## src/rtl/el2_dec_trigger_hit_pipe.sv

```systemverilog
// -----------------------------------------------------------------------------
// el2_dec_trigger_hit_pipe
//
// Carries debug-trigger hits for the i0 instruction from decode (D), through
// execute (X), to the retire-stage request (R) that the TLU consumes.
//
// At D the raw per-trigger matches are chain-resolved. Triggers 0/1 form one
// pair and 2/3 form another. In a chained pair both triggers must match, and
// then both report a hit. Every hit is suppressed while the core is halted in
// debug mode. A D instruction with at least one resolved hit occupies the X
// slot. It then moves into the R request register, which holds until the TLU
// acknowledges it. A pending, unacknowledged request back-pressures X and D.
//
// Ports
//   clk                      in   core clock, rising edge
//   rst                      in   synchronous active-high reset
//   dec_i0_trigger_match_d   in   [3:0] raw trigger match for i0 in D
//   dec_i0_valid_d           in   i0 valid in D
//   dec_d_advance            in   D->X transfer request
//   dec_x_advance            in   X->R transfer request
//   dec_flush_x              in   kill X and any D entry moving this cycle
//   trigger_chain            in   [3:0] chain bits (only 0 and 2 are meaningful)
//   trigger_action           in   [3:0] 1 = debug entry, 0 = breakpoint
//   dec_tlu_dbg_halted       in   core halted in debug mode
//   tlu_trig_ack             in   TLU accepts the current R request
//   dec_i0_trigger_req_r     out  R request valid
//   dec_i0_trigger_hit_r     out  [3:0] resolved hit vector of the R request
//   dec_i0_trigger_action_r  out  1 = debug entry, 0 = breakpoint exception
//   dec_trigger_stall        out  back-pressure to D/X
//   trigger_ack_cnt          out  [7:0] saturating count of acknowledged requests
// -----------------------------------------------------------------------------
module el2_dec_trigger_hit_pipe (
  input  logic       clk,
  input  logic       rst,
  input  logic [3:0] dec_i0_trigger_match_d,
  input  logic       dec_i0_valid_d,
  input  logic       dec_d_advance,
  input  logic       dec_x_advance,
  input  logic       dec_flush_x,
  input  logic [3:0] trigger_chain,
  input  logic [3:0] trigger_action,
  input  logic       dec_tlu_dbg_halted,
  input  logic       tlu_trig_ack,
  output logic       dec_i0_trigger_req_r,
  output logic [3:0] dec_i0_trigger_hit_r,
  output logic       dec_i0_trigger_action_r,
  output logic       dec_trigger_stall,
  output logic [7:0] trigger_ack_cnt
);

  // Payload carried by the X slot and by the R request.
  typedef struct packed {
    logic [3:0] hit;
    logic       action;
  } trig_entry_t;

  // ---------------------------------------------------------------------------
  // D stage: chain resolution and action selection
  // ---------------------------------------------------------------------------
  logic [3:0] eff_hit;
  logic       d_action;

  // Chain bits 1 and 3 have no partner trigger, so they do nothing. This
  // signal only marks them as intentionally unused.
  logic unused_chain;
  assign unused_chain = ^{trigger_chain[3], trigger_chain[1]};

  always_comb begin
    // NOTE: every variable gets a default on entry, so no path through the
    // block can leave a value held, and no latch can be inferred.
    eff_hit = dec_i0_trigger_match_d;

    if (trigger_chain[0]) begin
      eff_hit[1:0] = {2{&dec_i0_trigger_match_d[1:0]}};
    end
    if (trigger_chain[2]) begin
      eff_hit[3:2] = {2{&dec_i0_trigger_match_d[3:2]}};
    end

    if (dec_tlu_dbg_halted) begin
      eff_hit = 4'b0000;
    end
  end

  // Any debug-action hit takes precedence over breakpoint hits.
  assign d_action = |(eff_hit & trigger_action);

  // ---------------------------------------------------------------------------
  // Pipeline handshakes
  // ---------------------------------------------------------------------------
  logic        x_valid_q, x_valid_d;
  trig_entry_t x_ent_q,   x_ent_d;
  logic        req_q,     req_d;
  trig_entry_t r_ent_q,   r_ent_d;
  logic [7:0]  cnt_q,     cnt_d;

  logic x_adv;
  logic d_adv;
  logic r_load;
  logic r_ack;

  assign dec_trigger_stall = req_q & ~tlu_trig_ack;
  assign x_adv             = dec_x_advance & ~dec_trigger_stall;
  assign d_adv             = dec_d_advance & (~x_valid_q | x_adv);

  // A flush kills the X entry before it can reach R. It does not touch a
  // request that has already been issued.
  assign r_load = x_valid_q & x_adv & ~dec_flush_x;
  assign r_ack  = req_q & tlu_trig_ack;

  // ---------------------------------------------------------------------------
  // Next-state logic
  // ---------------------------------------------------------------------------
  always_comb begin
    x_valid_d = x_valid_q;
    x_ent_d   = x_ent_q;

    if (dec_flush_x) begin
      x_valid_d = 1'b0;
    end else if (d_adv) begin
      // Only an instruction that actually hit a trigger occupies X. The payload
      // loads regardless and is ignored while x_valid is low.
      x_valid_d = dec_i0_valid_d & (|eff_hit);
      x_ent_d   = '{hit: eff_hit, action: d_action};
    end else if (x_adv) begin
      x_valid_d = 1'b0;
    end
  end

  always_comb begin
    req_d   = req_q;
    r_ent_d = r_ent_q;
    cnt_d   = cnt_q;

    // A load in the same cycle as an ack replaces the acked request directly,
    // so back-to-back hits leave no bubble.
    if (r_load) begin
      req_d   = 1'b1;
      r_ent_d = x_ent_q;
    end else if (r_ack) begin
      req_d   = 1'b0;
      r_ent_d = '0;
    end

    if (r_ack && (cnt_q != 8'hFF)) begin
      cnt_d = cnt_q + 8'd1;
    end
  end

  // ---------------------------------------------------------------------------
  // State registers
  // ---------------------------------------------------------------------------
  always_ff @(posedge clk) begin
    // NOTE: non-blocking assignments make every register sample the
    // pre-edge value of every other register, whatever the statement order.
    if (rst) begin
      x_valid_q <= 1'b0;
      // NOTE: the X payload is don't-care while x_valid is low, but it is
      // still cleared so that nothing in the block leaves reset unknown.
      x_ent_q   <= '0;
      req_q     <= 1'b0;
      r_ent_q   <= '0;
      cnt_q     <= 8'h00;
    end else begin
      x_valid_q <= x_valid_d;
      x_ent_q   <= x_ent_d;
      req_q     <= req_d;
      r_ent_q   <= r_ent_d;
      cnt_q     <= cnt_d;
    end
  end

  // ---------------------------------------------------------------------------
  // Outputs
  // ---------------------------------------------------------------------------
  assign dec_i0_trigger_req_r    = req_q;
  assign dec_i0_trigger_hit_r    = r_ent_q.hit;
  assign dec_i0_trigger_action_r = r_ent_q.action;
  assign trigger_ack_cnt         = cnt_q;

endmodule

```

## config.mk

```make
export PLATFORM = sky130hd
export DESIGN_NAME = el2_dec_trigger_hit_pipe
export DESIGN_NICKNAME = d
export VERILOG_FILES = /design/src/rtl/el2_dec_trigger_hit_pipe.sv
export SDC_FILE = /design/constraint.sdc
export NUM_CORES = 1
export LEC_CHECK = 0
export BUFFER_PORTS_ARGS = -buffer_cell sky130_fd_sc_hd__buf_2
export CORE_MARGIN = 2
export CORE_UTILIZATION = 40
export CTS_CLUSTER_SIZE = 14
export DETAILED_ROUTE_END_ITERATION = 12
export PLACE_DENSITY = 0.75
export REMOVE_ABC_BUFFERS = 1
export SETUP_SLACK_MARGIN = 0.2
export SYNTH_ARGS = -nofsm -noshare
export SYNTH_HDL_FRONTEND = slang
export SYNTH_SLANG_ARGS = --single-unit
```

## constraint.sdc

```tcl
create_clock -name clk -period 3 [get_ports clk]
set_input_delay 0.45 -clock clk [delete_from_list [all_inputs] [get_ports clk]]
set_output_delay 0.45 -clock clk [all_outputs]
set_load 0.02 [all_outputs]
```

==> qor.yml <==
status: "finished clean"
post-cts-setup-buffers: 0
cts_root_buf: "clkbuf_4"
relSlewSlack_pct: 68.8
period_share_pct: 50.4
post_cts_resized: 0
p_leak_nw: 0.496
path_clk_slew_ns: 0.10
dr_wl_met3_um: 91
cts_tree: "yes"
rsz0062_at_grt: "false"
ys_warn_count: 0
antenna_cells: 0
area_delta_synth_final_pct: 24.0
synthSimpleGateAreaFrac_pct: 29.3
syn_area_per_cell_um2: 8.67
clk_path_buf_depth: 2
muxShareOfSynthArea_pct: 1.05
yosys.area.top_type: "dfxtp_1"
gr-total-overflow: 0
synth_compound_area_share_pct: 17.5
highest_layer: "met4"
holdCritPathClass: "in2reg"
synth_top_family_by_area: "simple AND/OR/NAND/NOR gates"
arrival_ns: 1.06
die_width_um: 52.8
nNetsFinal: 165
wl_met1_um: 867
ant_nets: 0
routed-wl-met2_um: 1030
nFillCells: 228
power.density_nw_per_um2: 444
rows: 17
path_max_fanout: 5
buffer_ports.inserted: 32
vdd_ir_drop_max_uv: 262
worst_setup_path_end_kind: "primary output"
place_congestion: 0.714
antenna_found_initial: 0
ctsHoldBuffers: 0
floorplan.initialDensity_pct: 42.7
routedWlPerCell_um: 11.8
slew_violations: 0
clock_latency_ns: 0.30
ys_seq_elements: 20
reg2regPathDepth: 4
h-tree-depth: 1
num_vias: 914
cts_sinks: 20
yosysSeqAreaShare_pct: 42.0
synth.distinct_cells: 34
grt_pass1_wl_um: 3410
min_period_ns: 1.51
final_cells: 171
dr.pass1.iters: 4
multi_input_area_um2: 520
dieArea_um2: 2790
grt_usage_pct: 16.3
dp_cells: 167
cts_inserted_buffers: 3
required_ns: 2.55
hold_depth: 2
grt_max_degree: 21
finalClockSkew_ns: 0.0135
maxCapViolCount: 0
synthCells: 110
final.setup.tns_ns: 0
fmax_mhz: 662
synthTopCellsByArea: "dfxtp_1 (42%), nand3_1 (6.3%), a21oi_1 (5.8%)"
post-route-drc-count: 0
die_y_um: 52.8
avgViaCountPerCell: 5.35
synth_top_area_share_pct: 42.0
first_global_vias: 877
path_class: "reg2out"
drive_above_1_share_pct: 29.4
io_pins: 35
setup_viol: 0
synthAdderAreaFrac_pct: 1.31
hpwl_um: 1590
wl_um: 2020
synth_area_um2: 953
start_kind: "flop"
synth_xor_area_share_pct: 5.51
seq_area_um2: 400
drtIter0Drc: 3
finalHoldViolCount: 0
fp.coreArea_um2: 2230
worst_pin_slew_ns: 0.463
[cells in the mapped netlist]
cell type	count
a31oi_1	1
nand3_1	12
o21ai_1	1
o21ai_0	4
mux2i_1	1
nand2b_4	1
clkbuf_1	2
dfxtp_1	20
and2_1	1
nor3_1	1
o211ai_1	2
nor2_1	9
nor2b_1	5
a21oi_1	11
o41ai_1	1
o21ai_2	1
o21bai_1	1
and4_1	2
inv_1	2
xor2_1	6
a311oi_1	1
nor4_2	1
ha_1	1
nor3b_1	4
and3_1	2
buf_6	1
nand4_1	2
or4_4	1
inv_4	1
a211oi_1	1
a22oi_1	2
a21oi_2	1
nand2b_1	1
nand2_1	7
[per-stage QoR]
step | power [mW] | instance area (um2) | util (%) | setup WS (ns) | hold WS, ns
after floorplan | 0.292 | 935 | - | 1.62 | 0.422
after global placement | 0.311 | 1130 | 50.6 | 1.47 | 0.443
after detailed placement | 0.313 | 1130 | 50.6 | 1.41 | 0.445
after CTS | 0.529 | 1180 | 52.9 | 1.48 | 0.382
after global routing | 0.549 | 1180 | 52.9 | 1.42 | 0.367
final | 0.525 | 1180 | 52.9 | 1.49 | 0.385
[cell families (layout without fill, tap and decap cells)]
logic type,count (synthesis),count (layout)
and+or+nand+nor,49,49
muxes,1,1
AOI/OAI and AO/OA,27,27
adders and majority gates,1,1
buffers and inverters,6,39
DFF,20,20
xor gates and xnor gates,6,6
[critical path, stage by stage (launching register included)]
cell and delay (ns):
dfxtp_1 0.44, nand2b_4 0.10, inv_4 0.07, buf_2 0.16
[cell type report]
cell class                 instances  share of cell area (%)
clock buffer                       3                    1.90
clock inverter                     1                    2.54
inverter                           3                    1.16
multi-input combinational         84                    44.0
sequential                        20                    33.9
tap                               28                    2.96
timing repair buffer              32                    13.5
[final timing paths]
check                                           from                       to  slack (ns)
worst max-delay path            dec_i0_trigger_req_r        dec_trigger_stall        1.49
worst min-delay path                     dec_flush_x                x_valid_q        0.39
worst min register to register            x_ent_q[1]  dec_i0_trigger_hit_r[0]        0.45
worst max register to register    trigger_ack_cnt[2]       trigger_ack_cnt[1]        1.64
[where the power goes]
part | switching, mW | internal (mW) | total, mW
sequential | 0.00156 | 0.268 | 0.270
clock | 0.0831 | 0.135 | 0.218
combinational | 0.0198 | 0.0170 | 0.0368
[state kept, by name (all words and copies together) (netlist names)]
register,count
trigger_ack_cnt,8
x_ent_q,5
dec_i0_trigger_hit_r,4
dec_i0_trigger_action_r,1
dec_i0_trigger_req_r,1
x_valid_q,1
[routing by layer]
layer  track usage [%]  vias to the layer above
li1                  -                      461
met4              5.13                        0
met3              4.29                        4
met2              32.5                       20
met1              16.0                      429
met5                 0                        -
[cells in the final DEF (no fill, tap or decap), types with 2 or more instances in the layout]
master / synthesis / routed
inv_1: 2 / 2
o21ai_0: 4 / 4
nand2_1: 7 / 7
a21oi_1: 11 / 11
buf_2: 0 / 32
o211ai_1: 2 / 2
xor2_1: 6 / 6
nor2b_1: 5 / 5
clkbuf_4: 0 / 3
dfxtp_1: 20 / 20
nor3b_1: 4 / 4
nand3_1: 12 / 12
a22oi_1: 2 / 2
nand4_1: 2 / 2
nor2_1: 9 / 9
and3_1: 2 / 2
and4_1: 2 / 2
Power figures use the tool's default switching activity.
